**config.mk**
```make
export PLATFORM = sky130hd
export DESIGN_NAME = i2c_slave_read_bit
export DESIGN_NICKNAME = d
export VERILOG_FILES = /design/src/rtl/i2c_slave_read_bit.sv
export SDC_FILE = /design/constraint.sdc
export NUM_CORES = 1
export LEC_CHECK = 0
export CAP_MARGIN = 20
export CORE_AREA = 3 3 40 42
export CTS_CLUSTER_DIAMETER = 150
export CTS_CLUSTER_SIZE = 8
export DETAILED_ROUTE_END_ITERATION = 8
export DIE_AREA = 0 0 43 45
export DONT_BUFFER_PORTS = 1
export HOLD_SLACK_MARGIN = 0.02
export PLACE_DENSITY_LB_ADDON = 0.1
export SETUP_SLACK_MARGIN = 0.15
export SLEW_MARGIN = 15
export SYNTH_ARGS = -nofsm -noshare
export SYNTH_HDL_FRONTEND = slang
export SYNTH_SLANG_ARGS = --single-unit
export TNS_END_PERCENT = 30
```
**constraint.sdc**
```tcl
create_clock -name clock -period 0.9 [get_ports clock]
set_input_delay 0.225 -clock clock [delete_from_list [all_inputs] [get_ports clock]]
set_output_delay 0.225 -clock clock [all_outputs]
set_load 0.005 [all_outputs]
```
**src/rtl/i2c_slave_read_bit.sv**
```systemverilog
// Single-bit I2C slave receiver: waits for a full SCL low->high transition and captures SDA at the rising edge.
// Optional macro I2C_SLAVE_READ_BIT_SYNC_EN adds a 2-flop synchronizer on scl/sda (idle value 1).
module i2c_slave_read_bit (
  input  logic clock,
  input  logic reset_n,
  input  logic go,
  input  logic scl,
  input  logic sda,
  output logic data,
  output logic finish
);

  typedef enum logic [1:0] {
    IDLE      = 2'd0,
    WAIT_LOW  = 2'd1,
    WAIT_HIGH = 2'd2,
    DONE      = 2'd3
  } state_t;

  state_t state_r;
  state_t state_nxt_s;
  logic   scl_s;
  logic   sda_s;
  logic   data_nxt_s;
  logic   finish_nxt_s;

`ifdef I2C_SLAVE_READ_BIT_SYNC_EN
  logic [1:0] scl_sync_r;
  logic [1:0] sda_sync_r;

  // Two-stage synchronizers, reset to bus-idle high.
  always_ff @(posedge clock) begin
    if (!reset_n) begin
      scl_sync_r <= 2'b11;
      sda_sync_r <= 2'b11;
    end else begin
      scl_sync_r <= {scl_sync_r[0], scl};
      sda_sync_r <= {sda_sync_r[0], sda};
    end
  end

  assign scl_s = scl_sync_r[1];
  assign sda_s = sda_sync_r[1];
`else
  assign scl_s = scl;
  assign sda_s = sda;
`endif

  // State and registered outputs.
  always_ff @(posedge clock) begin
    if (!reset_n) begin
      state_r <= IDLE;
      data    <= 1'b0;
      finish  <= 1'b0;
    end else begin
      state_r <= state_nxt_s;
      data    <= data_nxt_s;
      finish  <= finish_nxt_s;
    end
  end

  // Next-state and next-output decode.
  always_comb begin
    state_nxt_s  = state_r;
    data_nxt_s   = data;
    finish_nxt_s = 1'b0;
    case (state_r)
      IDLE: begin
        if (go) begin
          state_nxt_s = scl_s ? WAIT_LOW : WAIT_HIGH;
        end else begin
          state_nxt_s = IDLE;
        end
      end
      WAIT_LOW: begin
        if (!go) begin
          state_nxt_s = IDLE;
        end else if (!scl_s) begin
          state_nxt_s = WAIT_HIGH;
        end else begin
          state_nxt_s = WAIT_LOW;
        end
      end
      WAIT_HIGH: begin
        if (!go) begin
          state_nxt_s = IDLE;
        end else if (scl_s) begin
          // Capture while SCL is still high, before the master may move SDA.
          data_nxt_s   = sda_s;
          finish_nxt_s = 1'b1;
          state_nxt_s  = DONE;
        end else begin
          state_nxt_s = WAIT_HIGH;
        end
      end
      DONE: begin
        if (go) begin
          state_nxt_s = WAIT_LOW;
        end else begin
          state_nxt_s = IDLE;
        end
      end
      default: begin
        state_nxt_s = IDLE;
      end
    endcase
  end

endmodule

```
==> impl_metrics.toml <==
[run_status]
status = "finished, final reports clean"

[power_and_ir_drop]
p_leak_nw = 0.07669
irDropWorstVdd_mv = 0.7202
power_density_nw_per_um2 = 2178

[floorplanning]
die_h_um = 45
ioPinCount = 7
rows = 13
core_um2 = 1285
die_w_um = 43
start_util_pct = 11.00
dieArea_um2 = 1935

[setup_path]
path_cells = "and4b_1 > mux2i_1"
critical_path_class = "reg -> reg"
arrival_ns = 1.00
r2r-end = "data$_SDFFE_PN0P_"
cp.required_ns = 1.06
critical_path_buf_inv_count = 0
start_kind = "flip-flop"
r2r_start = "state_r[0]$_SDFF_PN0_"
regToRegSetupSlack_ns = 0.06
critPathMaxStageDelay_ns = 0.31
cp_top_family = "flip-flops"
cp_max_fo = 2
reg2reg_depth = 2
endpoint_kind = "flip-flop"
slowest_stage = "dfxtp_2"
crit_cells = 2
startpoint = "state_r[0]$_SDFF_PN0_"
worstSetupEndpoint = "data$_SDFFE_PN0P_"

[grt]
grt_max_degree = 5
antenna_found_initial = 0
overflow = 0
grt_pass1_wl_um = 489
first_global_vias = 115
gr-usage-all-layers_pct = 4.508

[flow_run]
maxCapViolations = 0

[drt]
drt-vias-per-instance = 3.333
ant_nets = 0
wl_per_cell_um = 8.697
dr.pass1.iters = 2
drc_errors = 0
drt-initial-drc-count = 1
postRouteWirelength_um = 287
via_count = 110

[placement]
io_buffers = 0
routabilityCongestion = 0.5830
place_area_um2 = 162.7
post-dp-hpwl_um = 231.6

[cts]
cts-root-buf = "clkbuf_4"
cts_hold_buffers = 0
clkSinkCount = 4
cts-buffers-inserted = 3
cts_buffer_depth = 2
clock_latency_ns = 0.23
clk_transition_reported_paths_ns = 0.04
cts_tree = "built"
h-tree-depth = 1

[timing]
min_period_ns = 0.8432
drv_slew = 0
fin_hold_ws_ns = 0.1198
rsz0062_at_grt = "true"
fin_crit_sh_pct = 93.68
skew_ns = 0.0002588
slew-limit-headroom_pct = 89.42
setup_violations = 0
clock.fmax_mhz = 1186
fin_setup_tns_ns = 0
hold_viol = 0
tightest_slew_ns = 0.1577

[synth]
mappedNetlistArea_um2 = 141.4
synthCells = 14
yosysTopAreaCell = "dfxtp_1"
synthDistinctLibCells = 9
synth.avg_cell_area_um2 = 10.10
synth_seq_cells = 4
synth_nets = 19
synth.area.top_cells = "dfxtp_1 (57%), nand2_1 (8.0%), and4b_1 (7.1%)"
yosysTopAreaCellShare_pct = 56.64
synth.yosys.seq_area_share_pct = 56.64
yosys_warnings = 0

[final_layout]
seqCellArea_um2 = 82.58
antenna_cells = 0
final_nets = 25
drive_above_1_share_pct = 38.89
final_cell_mix = "nand2_1 (3), clkbuf_4 (3), dfxtp_1 (2), dfxtp_2 (2)"
multiInputGateArea_um2 = 62.56
areaGrowthSynthToFinish_pct = 37.17
final_area_um2 = 193.9
nFillCells = 146

[min_path]
min_path_cells = 2
min_path_type = "in -> reg"
==> timing repair <==
item,4_1_cts,5_1_grt
pin swaps,1,0
buffers inserted,1,0
resized for setup,1,0
endpoints found under the setup margin,4,6
gates cloned,0,0
==> cell type report <==
cell class / instances / share of cell area (%)
multi-input combinational: 10 / 32.26
tap: 15 / 9.677
timing repair buffer: 1 / 3.871
sequential: 4 / 42.58
clock buffer: 3 / 11.61
==> Yosys cell counts, drive strengths merged <==
cell type  number
dfxtp           4
nand2           3
a211oi          1
a21oi           1
and2            1
and4b           1
mux2i           1
nor2            1
nor2b           1
==> stage by stage <==
step	total power, mW	worst slack (ns)	cells	utilization, %
global route	0.4699	0.02412	33	15.09
CTS	0.4385	0.03914	33	15.09
finish	0.4223	0.05684	33	15.09
global placement	0.2014	0.04466	29	12.66
detailed placement	0.2016	0.02916	29	12.66
floorplan	0.1995	0.1029	14	-
==> kinds of logic after synthesis <==
kind of cell       after synthesis  share of synthesized area [%]
and+or+nand+nor                  7                          27.44
muxes                            1                          7.080
AOI/OAI and AO/OA                2                          8.848
DFF                              4                          56.64
==> power by group <==
group / internal (mW) / switching (mW) / leakage [nW]
registers: 0.184 / 0.00349 / 0.0334
logic: 0.00851 / 0.00523 / 0.0295
clock network: 0.149 / 0.0717 / 0.0138
==> metal layers <==
layer	track usage [%]	vias up	share of wire, %
li1	-	56	-
met4	1.807	0	0
met3	7.171	0	9.1
met2	5.988	4	55
met1	3.155	50	36
met5	0	-	0
==> state kept, by name, summed over array words and instances (netlist names) <==
register	cells
finish	1
state_r	2
data	1
==> worst register-to-register path: cells and delay by family (launching register included) <==
kind / cells / cell delay (ns)
DFF: 1 / 0.31
muxes: 1 / 0.18
and+or+nand+nor: 1 / 0.28
==> worst min path at each step <==
stage | start | end | slack [ns]
detailed placement | reset_n | finish$_SDFF_PN0_ | 0.36
global placement | reset_n | finish$_SDFF_PN0_ | 0.36
floorplan | scl | state_r[0]$_SDFF_PN0_ | 0.34
finish | scl | state_r[0]$_SDFF_PN0_ | 0.12
CTS | reset_n | finish$_SDFF_PN0_ | 0.11
global route | reset_n | finish$_SDFF_PN0_ | 0.11
Power figures use the tool's default switching activity.
